[config.mk]
export PLATFORM = sky130hd
export DESIGN_NAME = mac_accumulator
export DESIGN_NICKNAME = d
export VERILOG_FILES = /design/src/rtl/mac_pkg.sv /design/src/rtl/rise_detect.sv /design/src/rtl/mac_accumulator.sv
export SDC_FILE = /design/constraint.sdc
export NUM_CORES = 1
export LEC_CHECK = 0
export ABC_CLOCK_PERIOD_IN_PS = 3440
export CAP_MARGIN = 0
export CELL_PAD_IN_SITES_DETAIL_PLACEMENT = 0
export CELL_PAD_IN_SITES_GLOBAL_PLACEMENT = 1
export CORE_MARGIN = 3
export CORE_UTILIZATION = 39
export DETAILED_ROUTE_END_ITERATION = 10
export MAX_ROUTING_LAYER = met4
export PLACE_DENSITY_LB_ADDON = 0.1
export SLEW_MARGIN = 20
export SYNTH_ARGS = -nofsm -noshare
export SYNTH_HDL_FRONTEND = slang
export SYNTH_SLANG_ARGS = --single-unit
[constraint.sdc]
create_clock -name clk -period 3.44 [get_ports clk]
set_input_delay 0.688 -clock clk [delete_from_list [all_inputs] [get_ports clk]]
set_output_delay 0.688 -clock clk [all_outputs]
set_load 0.02 [all_outputs]
[src/rtl/mac_pkg.sv]
// Shared types and helpers for the multiply-accumulate datapath.
package mac_pkg;

  typedef enum logic [1:0] {
    IDLE  = 2'd0,
    ACCUM = 2'd1,
    DONE  = 2'd2
  } mac_state_t;

  // Largest positive two's-complement value representable in w bits.
  function automatic logic signed [63:0] signed_max(input int w);
    return (64'sd1 <<< (w - 1)) - 64'sd1;
  endfunction

  // Most negative two's-complement value representable in w bits.
  function automatic logic signed [63:0] signed_min(input int w);
    return -(64'sd1 <<< (w - 1));
  endfunction

endpackage

[src/rtl/rise_detect.sv]
// One-flop rising-edge detector; a level held high reports a single event.
module rise_detect (
  input  logic clk,
  input  logic rst_n,
  input  logic sig,
  output logic rise
);

  logic sig_q_reg;

  always_ff @(posedge clk or negedge rst_n) begin
    if (!rst_n) begin
      sig_q_reg <= 1'b0;
    end else begin
      sig_q_reg <= sig;
    end
  end

  assign rise = sig & ~sig_q_reg;

endmodule

[src/rtl/mac_accumulator.sv]
// Sums a programmed number of signed multiplier products into a wide accumulator.
// Define MAC_ACC_SATURATE_EN to clamp on overflow instead of wrapping.
module mac_accumulator
  import mac_pkg::*;
#(
  parameter int WIDTH       = 8,
  parameter int ACC_WIDTH   = 24,
  parameter int COUNT_WIDTH = 4
) (
  input  logic                   clk,
  input  logic                   rst_n,
  input  logic [2*WIDTH-1:0]     prod,
  input  logic                   prod_ready,
  input  logic                   blk_start,
  input  logic [COUNT_WIDTH-1:0] blk_len,
  input  logic                   clear,
  output logic [ACC_WIDTH-1:0]   acc_out,
  output logic                   acc_valid,
  output logic                   busy,
  output logic                   overflow
);

  localparam int PW = 2 * WIDTH;
  localparam int RW = COUNT_WIDTH + 1;

`ifdef MAC_ACC_SATURATE_EN
  localparam logic [ACC_WIDTH-1:0] ACC_MAX = ACC_WIDTH'(signed_max(ACC_WIDTH));
  localparam logic [ACC_WIDTH-1:0] ACC_MIN = ACC_WIDTH'(signed_min(ACC_WIDTH));
`endif

  mac_state_t           state_reg, state_next;
  logic [ACC_WIDTH-1:0] acc_reg, acc_next;
  logic [RW-1:0]        remaining_reg;
  logic [RW-1:0]        len_load;
  logic                 overflow_reg;
  logic                 prod_event;
  logic                 take;
  logic [ACC_WIDTH:0]   sum_ext;
  logic                 sum_ovf;

  rise_detect u_rise (
    .clk  (clk),
    .rst_n(rst_n),
    .sig  (prod_ready),
    .rise (prod_event)
  );

  // A restart or abort in the same cycle swallows the product.
  assign take = (state_reg == ACCUM) && prod_event && !blk_start && !clear;

  assign len_load = (blk_len == '0) ? {1'b1, {COUNT_WIDTH{1'b0}}} : {1'b0, blk_len};

  assign sum_ext = {acc_reg[ACC_WIDTH-1], acc_reg}
                 + {{(ACC_WIDTH + 1 - PW){prod[PW-1]}}, prod};
  assign sum_ovf = sum_ext[ACC_WIDTH] ^ sum_ext[ACC_WIDTH-1];

  always_comb begin
`ifdef MAC_ACC_SATURATE_EN
    // The extra top bit carries the sign of the true sum.
    if (sum_ovf) begin
      acc_next = sum_ext[ACC_WIDTH] ? ACC_MIN : ACC_MAX;
    end else begin
      acc_next = sum_ext[ACC_WIDTH-1:0];
    end
`else
    acc_next = sum_ext[ACC_WIDTH-1:0];
`endif
  end

  always_ff @(posedge clk or negedge rst_n) begin
    if (!rst_n) begin
      state_reg <= IDLE;
    end else begin
      state_reg <= state_next;
    end
  end

  always_comb begin
    state_next = state_reg;
    if (clear) begin
      state_next = IDLE;
    end else if (blk_start) begin
      state_next = ACCUM;
    end else begin
      case (state_reg)
        IDLE:    state_next = IDLE;
        ACCUM:   if (take && remaining_reg == RW'(1)) state_next = DONE;
        DONE:    state_next = IDLE;
        default: state_next = IDLE;
      endcase
    end
  end

  always_comb begin
    busy      = 1'b0;
    acc_valid = 1'b0;
    case (state_reg)
      ACCUM:   busy = 1'b1;
      DONE:    acc_valid = 1'b1;
      default: ;
    endcase
  end

  always_ff @(posedge clk or negedge rst_n) begin
    if (!rst_n) begin
      acc_reg       <= '0;
      remaining_reg <= '0;
      overflow_reg  <= 1'b0;
    end else if (clear) begin
      acc_reg       <= '0;
      remaining_reg <= '0;
      overflow_reg  <= 1'b0;
    end else if (blk_start) begin
      acc_reg       <= '0;
      remaining_reg <= len_load;
      overflow_reg  <= 1'b0;
    end else if (take) begin
      acc_reg       <= acc_next;
      remaining_reg <= remaining_reg - RW'(1);
      overflow_reg  <= overflow_reg | sum_ovf;
    end
  end

  assign acc_out  = acc_reg;
  assign overflow = overflow_reg;

endmodule

==> results.sh, run 1 <==
export IMPL_port_buffers=51
export IMPL_hpwl_um=4761
export IMPL_antenna_left=0
export IMPL_finalNonFillerCells=422
export IMPL_grt_antenna_before_repair=0
export IMPL_grt_max_degree=49
export IMPL_power_mw=0.8685
export IMPL_clk_latency_ns=0.29
export IMPL_finalHoldViolCount=0
export IMPL_synth_edf_count=0
export IMPL_cp_cell_sequence="clkdlybuf4s50_1, ha_1, fa_1, a21o_1, a221o_1, a41o_1, a21o_1, a21oi_1, xor2_1, o21ai_1"
export IMPL_cts_hold_buf=0
export IMPL_yosysWarnings=0
export IMPL_grt_usage_pct=19.16
export IMPL_rsz0062_at_grt="false"
export IMPL_fmax_mhz=321.4
export IMPL_synth_seq_cells=33
export IMPL_path_max_fanout=4
export IMPL_post_cts_buffers=0
export IMPL_seqCellArea_um2=825.8
export IMPL_gp_congestion=0.7774
export IMPL_dp_cells=414
export IMPL_vdd_drop_max_mv=0.1387
export IMPL_cts_resized=0
export IMPL_endpoint_kind="flop"
export IMPL_initial_core_util_pct=41.69
export IMPL_wl_per_cell_um=15.42
export IMPL_dpl_instance_area_um2=3143
export IMPL_critPathRequiredTime_ns=3.60
export IMPL_fin_crit_ns=3.111
export IMPL_skew_ns=0.004469
export IMPL_multiInputGateArea_um2=1660
export IMPL_grt_pass1_wl_um=11240
export IMPL_setup_violations_final=0
export IMPL_crit_path_start_kind="input pin"
export IMPL_totalWireLength_um=6508
export IMPL_synthArstFlopShare_pct=100.0
export IMPL_seq_area_frac_synth_pct=32.31
export IMPL_slew_limit_headroom_pct=68.23
export IMPL_tightest_slew_ns=0.4765
export IMPL_fillers=581
export IMPL_p_leak_nw=1.436
export IMPL_p_per_area_nw_per_um2=269.3
export IMPL_syn_cell_area_um2=2556
export IMPL_maxCapViolations=0
export IMPL_via_count=2344
export IMPL_slew_viol_final=0
export IMPL_numCtsBuffers=5
export IMPL_crit_top_cell="a21o_1"
export IMPL_drive_gt1_share_pct=4.899
export IMPL_core_area_um2=6131
export IMPL_min_period_over_period_pct=90.45
export IMPL_finalNetCount=398
export IMPL_clock_sinks=33
export IMPL_hold_slack_ns=0.4842
export IMPL_die_w_um=86.96
export IMPL_root_buffer="clkbuf_8"
export IMPL_synth_nets=350
export IMPL_yosysTopAreaCell="dfrtp_1"
export IMPL_htree_levels=2
export IMPL_overflow=0
export IMPL_arrival_ns=3.27
export IMPL_path_clk_slew_ns=0.07
export IMPL_tritoncts="done"
export IMPL_largest_register_ffs=24
export IMPL_slowest_stage="fa_1"
export IMPL_crit_type="in -> reg"
export IMPL_synthesis_instances=298
export IMPL_std_cell_rows=28
export IMPL_die_y_um=86.96
export IMPL_status="finished, final reports clean"
export IMPL_cp_slowest_stage_delay_ns=0.41
export IMPL_die_area_um2=7562
export IMPL_dr_pass1_iters=4
export IMPL_synth_flop_cell="dfrtp_1"
export IMPL_area_growth_pct=26.19
export IMPL_n_antenna_cell=0
export IMPL_ys_types=44
export IMPL_hold_class="reg -> reg"
export IMPL_clk_path_buf_depth=2
export IMPL_tns_ns=0
export IMPL_grt_pass1_vias=2356
export IMPL_synthTopCellsByArea="dfrtp_1 32%, ha_1 13%, a21oi_1 4.9%, nand3_1 4.9%, xor2_1 4.5%"
export IMPL_drc=0
export IMPL_avgSynthCellArea_um2=8.578
export IMPL_viasPerCell=5.555
export IMPL_drt_iter0_drc=83
export IMPL_synth_top_area_share_pct=32.31
export IMPL_ios=52
export IMPL_final_area_um2=3226
-- report_power, final --
part	internal, mW	leakage [nW]	total [mW]	switching, mW
combinational	0.0767	0.938	0.173	0.0966
sequential	0.396	0.453	0.402	0.00622
clock	0.140	0.0450	0.293	0.153
total	0.613	1.44	0.869	0.255
-- cell usage in the layout (no fill, tap or decap), types with 2 or more instances in the layout --
master,instances
a31oi_1,3
a41o_1,3
a21o_1,7
a22oi_1,2
dfrtp_1,33
nor3_1,3
and2_1,2
clkinv_2,2
nand4_1,5
o21a_1,3
xor2_1,13
ha_1,26
o21ai_1,13
nand4b_1,2
xnor2_1,11
clkdlybuf4s50_1,51
inv_1,4
a21oi_1,25
nand2_1,28
nor2_1,21
buf_4,5
a211oi_1,3
o21ai_0,17
a21boi_1,3
clkbuf_8,5
nand3_1,25
o2111ai_1,2
nor2b_1,3
o31a_1,2
o31ai_1,4
nor4_1,2
o211ai_1,3
-- worst paths after layout --
kind                                 start           to  slack, ns  cells past startpoint
worst max-delay path               prod[0]  acc_out[20]       0.33                     10
worst min-delay path              overflow     overflow       0.48                      2
worst max register to register  acc_out[0]  acc_out[20]       0.74                      9
worst min register to register    overflow     overflow       0.48                      2
max in group asynchronous            rst_n  acc_out[20]       2.29                      2
min in group asynchronous            rst_n   acc_out[3]       0.82                      2
-- routing by layer --
metal	global-route usage (%)	vias to the layer above	part of all wire [%]
met5	-	-	0
met3	3.690	5	3.8
li1	-	1202	-
met1	25.22	1096	49
met4	4.108	0	0.86
met2	30.64	41	46
-- layout make-up --
| cell class | instances | area share (%) |
|---|---|---|
| inverter | 4 | 0.4655 |
| clock inverter | 2 | 0.3103 |
| tap | 75 | 2.909 |
| sequential | 33 | 25.60 |
| multi-input combinational | 246 | 51.47 |
| timing repair buffer | 56 | 16.99 |
| clock buffer | 6 | 2.250 |
-- synthesized netlist by cell type (all sizes together) (2+ instances only) --
master,n
dfrtp,33
o21ai,30
nand2,28
ha,26
a21oi,25
nand3,25
nor2,22
clkbuf,14
xor2,13
xnor2,11
a21o,7
nand4,5
a21boi,4
inv,4
nor3,4
o31ai,4
a211oi,3
a31oi,3
a41o,3
nor2b,3
o211ai,3
o21a,3
a22oi,2
and2,2
nand4b,2
nor4,2
o2111ai,2
o21bai,2
o31a,2
-- stage by stage --
| step | setup slack, ns | utilization (%) |
|---|---|---|
| 6_report | 0.3286 | 52.61 |
| 5_1_grt | 0.1936 | 52.61 |
| 4_1_cts | 0.3193 | 52.61 |
| 3_5_place_dp | 0.01135 | 51.27 |
| 3_3_place_gp | 0.06201 | 51.27 |
| 2_1_floorplan | 0.6102 | - |
-- cell families (layout without fill, tap and decap cells) --
family                     Yosys count  after routing  share of synthesized area [%]
xor gates and xnor gates            24             24                          8.223
and+or+nand+nor                     95             95                          17.47
AOI/OAI and AO/OA                   99             99                          25.21
adders and majority gates           27             27                          13.51
muxes                                1              1                         0.4405
buffers and inverters               19             68                          2.839
DFF                                 33             33                          32.31
-- worst max-delay path: cells and delay by family --
family	cells	cell delay (ns)
buffers and inverters	1	0.40
AOI/OAI and AO/OA	6	1.37
xor gates and xnor gates	1	0.16
adders and majority gates	2	0.65
Note: power is estimated with default switching activity, not from simulation.
==> inputs of run 2 (changes only) <==
GPL_ROUTABILITY_DRIVEN = 0   (was default)
==> results of run 2 <==
No change in the layout: final DEF, timing and power equal those of run 1.
